==> src/rtl/proj_trg_gen.sv <==
// rtl/proj_trg_gen.sv - projector trigger sequencer with LED-ack miss counter
module proj_trg_gen #(
  parameter int MISS_W = 16
) (
  input  logic              clk,
  input  logic              rst,
  input  logic              start,
  input  logic              stop,
  input  logic [31:0]       TrgPeriod,
  input  logic [31:0]       TrgHigh,
  input  logic [31:0]       TrgCount,
  input  logic [7:0]        trig_in,
  output logic              PROJ_TRG,
  output logic              busy,
  output logic              done,
  output logic [31:0]       frame_cnt,
  output logic [MISS_W-1:0] miss_cnt
);

  typedef enum logic [1:0] {
    S_IDLE,
    S_HIGH,
    S_LOW,
    S_DONE
  } state_t;

  state_t      state;
  logic [31:0] cnt;        // cycles remaining in the current HIGH/LOW phase, minus one
  logic [31:0] high_m1;    // latched H-1
  logic [31:0] low_m1;     // latched P-H-1
  logic [31:0] n_frames;   // latched frame limit, 0 = run until stop
  logic        ack_seen;
  logic        stop_pend;

  logic        hit;
  logic [31:0] cfg_h;
  logic [31:0] cfg_low_m1;
  logic        last_frame;

  // Clamp the live config (H >= 1, P >= H+1) and decode the ack bus and frame limit
  always_comb begin
    hit        = (trig_in != 8'hFF);
    cfg_h      = (TrgHigh == 32'd0) ? 32'd1 : TrgHigh;
    cfg_low_m1 = (TrgPeriod > cfg_h) ? (TrgPeriod - cfg_h - 32'd1) : 32'd0;
    last_frame = (n_frames != 32'd0) && ((frame_cnt + 32'd1) == n_frames);
  end

  // Sequencer: phase counters, ack/miss bookkeeping and registered outputs
  always_ff @(posedge clk) begin
    if (rst) begin
      state     <= S_IDLE;
      PROJ_TRG  <= 1'b0;
      busy      <= 1'b0;
      done      <= 1'b0;
      frame_cnt <= 32'd0;
      miss_cnt  <= '0;
      ack_seen  <= 1'b0;
      stop_pend <= 1'b0;
      cnt       <= 32'd0;
      high_m1   <= 32'd0;
      low_m1    <= 32'd0;
      n_frames  <= 32'd0;
    end else begin
      case (state)
        S_IDLE: begin
          done     <= 1'b0;
          busy     <= 1'b0;
          PROJ_TRG <= 1'b0;
          if (start) begin
            high_m1   <= cfg_h - 32'd1;
            low_m1    <= cfg_low_m1;
            n_frames  <= TrgCount;
            cnt       <= cfg_h - 32'd1;
            frame_cnt <= 32'd0;
            miss_cnt  <= '0;
            ack_seen  <= 1'b0;
            stop_pend <= 1'b0;
            PROJ_TRG  <= 1'b1;
            busy      <= 1'b1;
            state     <= S_HIGH;
          end
        end
        S_HIGH: begin
          if (hit)  ack_seen  <= 1'b1;
          if (stop) stop_pend <= 1'b1;
          if (cnt == 32'd0) begin
            state    <= S_LOW;
            PROJ_TRG <= 1'b0;
            cnt      <= low_m1;
          end else begin
            cnt <= cnt - 32'd1;
          end
        end
        S_LOW: begin
          if (hit)  ack_seen  <= 1'b1;
          if (stop) stop_pend <= 1'b1;
          if (cnt != 32'd0) begin
            cnt <= cnt - 32'd1;
          end else begin
            // Last cycle of the period: a hit now still belongs to this period
            frame_cnt <= frame_cnt + 32'd1;
            if (!ack_seen && !hit && (miss_cnt != '1))
              miss_cnt <= miss_cnt + MISS_W'(1);
            ack_seen <= 1'b0;
            if (last_frame || stop_pend || stop) begin
              state <= S_DONE;
              done  <= 1'b1;
            end else begin
              state    <= S_HIGH;
              PROJ_TRG <= 1'b1;
              cnt      <= high_m1;
            end
          end
        end
        S_DONE: begin
          done  <= 1'b0;
          busy  <= 1'b0;
          state <= S_IDLE;
        end
        default: state <= S_IDLE;
      endcase
    end
  end

endmodule

==> config.mk <==
export PLATFORM = sky130hd
export DESIGN_NAME = proj_trg_gen
export DESIGN_NICKNAME = d
export VERILOG_FILES = /design/src/rtl/proj_trg_gen.sv
export SDC_FILE = /design/constraint.sdc
export NUM_CORES = 1
export LEC_CHECK = 0
export BUFFER_PORTS_ARGS = -buffer_cell sky130_fd_sc_hd__buf_2
export CAP_MARGIN = 5
export CORE_ASPECT_RATIO = 1.2
export CORE_MARGIN = 10
export CORE_UTILIZATION = 59
export CTS_BUF_LIST = sky130_fd_sc_hd__clkbuf_4 sky130_fd_sc_hd__clkbuf_8 sky130_fd_sc_hd__clkbuf_16
export CTS_CLUSTER_SIZE = 14
export DETAILED_ROUTE_END_ITERATION = 12
export GPL_TIMING_DRIVEN = 0
export PLACE_DENSITY = 0.89
export SYNTH_ARGS = -nofsm -noshare
export SYNTH_HDL_FRONTEND = slang
export SYNTH_SLANG_ARGS = --single-unit
==> constraint.sdc <==
create_clock -name clk -period 5.65 [get_ports clk]
set_input_delay 1.13 -clock clk [delete_from_list [all_inputs] [get_ports clk]]
set_output_delay 1.13 -clock clk [all_outputs]
set_load 0.01 [all_outputs]
==> key figures <==
Setup path
  – Worst Setup Start Kind: input pin
  – Reg-to-reg startpoint: frame_cnt[0]
  – Crit path buf inv count: 3
  – Slowest cell on crit path: or4_1
  – Worst-path fanout max: 5
  – FF-to-FF path depth: 13
  – CP Cell Sequence: buf_2 > or3_1 > or4_1 > o31ai_2 > inv_1 > ha_1 > inv_1 > fa_1 > nor2b_1 > o2111ai_1 > a21oi_1 > o41ai_2 > o21ai_0 > a21oi_1 > o21ai_0 > xor2_1 > a22o_1
  – Required @ worst endpoint: 5.99 ns
  – R2R Setup Slk: 1.12 ns
  – Max incr delay on CP: 0.66 ns
  – CP top delay family: compound AO/OA/AOI/OAI gates
  – CP arrival: 5.57 ns
  – Crit. End Element: register
  – WS Path Type: input pin to register
  – R2r endpoint: cnt[10]

Floorplanning
  – Row count: 57
  – Die ar.: 27000 um2
  – Die X-Extent: 152 um
  – Starting Density: 0.602
  – Core footprint: 20400 um2
  – IO Count: 159
  – Die Y: 178 um

Status
  – Status: completed

Layout
  – Commonest cells after routing, fill and taps aside: nor2_1 (197), dfxtp_1 (183), a21oi_1 (169)
  – Utilization after layout: 0.685
  – Layout cells sized above 1: 0.116
  – Commonest non-fill, non-tap cell in the layout: nor2_1
  – Fillers: 1785
  – Area delta synth->final: 13.7%
  – Nets: 1996
  – Antenna cells: 0

Global route
  – Overall Global Routing Usage: 0.303
  – Global route total overflow: 0
  – Initial antenna violation count: 0
  – First-pass GRT wire length: 66.2 mm
  – Vias in the first global route: 12.8k
  – Largest net degree at the start of global routing: 17

Worst hold path
  – Hold wc startpoint: high_m1[6]
  – End of the worst hold path: high_m1[6]
  – Worst Hold Path Cells: 2
  – Hold/Removal Path Class: register to register

Clocking
  – Post-cts hold buffer count: 0
  – CTS Sinks: 183
  – Clock Tree Buf Depth: 2
  – Htree depth: 4
  – CTS tree: yes
  – Clk_lat worst skew: 0.44 ns
  – Setup Buffers After CTS: 0
  – Cts bufs inserted: 17
  – Worst-path clk slew: 0.07 ns
  – Root buf cell: clkbuf_16

STA
  – Crit path time final: 5.23 ns
  – Final setup vio count: 0
  – Worst rel slew slack: 0.228
  – Clock Skew: 0.0102 ns
  – Slew Viols, Final: 0
  – Slew @ Worst Pin: 1.15 ns
  – F_max: 191 MHz
  – Period utilization: 0.926
  – Worst hold margin: 0.460 ns
  – Hold Vio Cnt, Final: 0
  – Setup TNS: 0 ns
  – Unrepaired setup endpoints after global routing: false

Detailed routing
  – Detailed-route via count: 13.5k
  – DR pass1 iterations: 5
  – WL/cell: 20.2 um
  – Final wirelength: 42.8 mm
  – Remaining antenna violation count after routing: 0
  – DRC marker count from the first detailed-route iteration: 1187
  – Routed vias/inst: 6.34
  – DRC: 0

Synth
  – Post-synthesis sequential area ratio: 0.298
  – Post-synth EDFFs: 0
  – Synth top area share: 0.298
  – Syn_nets: 1819
  – Mapped cell area: 12300 um2
  – Synth Register Bits: 183
  – Top post-synthesis cells by area: dfxtp_1 (30%), a21oi_1 (6.9%), xnor2_1 (6.5%)
  – Synth Instances: 1668
  – Post-synth top area cell: dfxtp_1
  – Avg Cell Area, Syn: 7.37 um2
  – Synth warn: 0
  – Async set-or-reset flop fraction in the synthesized netlist: 0
  – Library cells used by synthesis: 69
  – Main flop type after synthesis: dfxtp_1

Pwr
  – Clock power frac: 0.209
  – Post-layout power: 5470 uW
  – Pwr/cell area: 392 nW/um2
  – Static Leak: 0.00550 uW
  – Comb pwr share: 0.474
  – Worst vdd ir: 0.000217 V
  – Psw: 2420 uW
  – Internal power: 3050 uW
  – Switching Fraction: 0.442
  – Sequential Power Share: 0.316

Place
  – Gp weighted congestion: 1.03
  – Half-perimeter wire length after placement: 33.5 mm
  – # port buffers: 158

Run
  – Max-Cap Viols: 0
cell families after synthesis:
logic type / count (synthesis) / share of synthesized area
multiplexers: 3 / 0.00244
AND/OR/NAND/NOR: 625 / 0.247
flip-flops: 183 / 0.298
adder cells (fa/ha/maj): 43 / 0.0444
AO/OA/AOI/OAI: 512 / 0.261
XOR/XNOR: 131 / 0.0934
buffers and inverters: 171 / 0.0538
power by group through the flow:
stage          clock network [uW]  logic, uW  registers [uW]
3_3_place_gp                    0       2430            1740
5_1_grt                      1200       2780            1760
6_report                     1150       2600            1730
4_1_cts                      1140       2500            1720
2_1_floorplan                   0       1790            1680
3_5_place_dp                    0       2480            1750
flip-flops by register name, indices dropped and copies added, names as in the netlist:
name / flops
stop_pend: 1
n_frames: 32
cnt: 32
ack_seen: 1
high_m1: 32
frame_cnt: 32
low_m1: 32
miss_cnt: 16
done: 1
busy: 1
PROJ_TRG: 1
state: 2
routing by layer:
| metal | vias to the layer above | global-route usage | part of all wire |
|---|---|---|---|
| met5 | - | 0 | 0 |
| met4 | 0 | 0.175 | 0.055 |
| met3 | 143 | 0.0494 | 0.088 |
| met2 | 760 | 0.507 | 0.47 |
| met1 | 6151 | 0.357 | 0.38 |
| li1 | 6407 | - | - |
worst register-to-register path, delay by kind of cell (launching register included):
kind	cells	cell delay (ns)
AOI/OAI and AO/OA	4	0.73
adders and majority gates	1	0.21
DFF	1	0.55
buffers and inverters	3	1.21
and+or+nand+nor	5	1.77
Yosys cell counts (all sizes together) (16+ instances only):
| library cell | instances |
|---|---|
| nor4 | 32 |
| o211ai | 27 |
| o21ai | 109 |
| a21o | 36 |
| xor2 | 40 |
| a211oi | 32 |
| dfxtp | 183 |
| nand2 | 160 |
| or4 | 16 |
| or3 | 23 |
| nand4 | 41 |
| nor3 | 51 |
| a21oi | 170 |
| inv | 55 |
| ha | 42 |
| a22oi | 33 |
| nand3 | 31 |
| clkbuf | 106 |
| nor2 | 197 |
| xnor2 | 91 |
worst max path at each step:
stage | slack [ns] | start | to | cells past startpoint
detailed placement | -0.51 | TrgHigh[25] | low_m1[26] | 17
floorplan | 0.72 | TrgHigh[26] | low_m1[26] | 16
finish | 0.42 | TrgHigh[25] | low_m1[26] | 17
global placement | -0.40 | TrgHigh[26] | low_m1[30] | 17
global route | 0.12 | TrgHigh[25] | low_m1[26] | 17
CTS | 0.20 | TrgHigh[25] | low_m1[26] | 17
area by class of cell:
| cell class | count | area [um2] | share of cell area |
|---|---|---|---|
| Multi-Input combinational cell | 1314 | 7970 | 0.571 |
| Sequential cell | 183 | 3660 | 0.262 |
| Timing Repair Buffer | 158 | 791 | 0.0566 |
| Buffer | 115 | 450 | 0.0322 |
| Clock buffer | 20 | 448 | 0.0321 |
| Tap cell | 265 | 332 | 0.0237 |
| Inverter | 56 | 210 | 0.0150 |
| Clock inverter | 11 | 103 | 0.00734 |
through the flow:
step | instances | worst slack (ns) | instance area, um2
6_report | 2122 | 0.421 | 14000
5_1_grt | 2122 | 0.120 | 14000
4_1_cts | 2122 | 0.196 | 14000
3_5_place_dp | 2091 | -0.512 | 13400
3_3_place_gp | 2091 | -0.403 | 13400
2_1_floorplan | 1668 | 0.717 | 12300
timing repair:
item,CTS,global route
gates resized for setup,1,1
endpoints found under the setup margin,2,3
cloned,0,0
No activity file was read; power rests on OpenSTA's default activity.
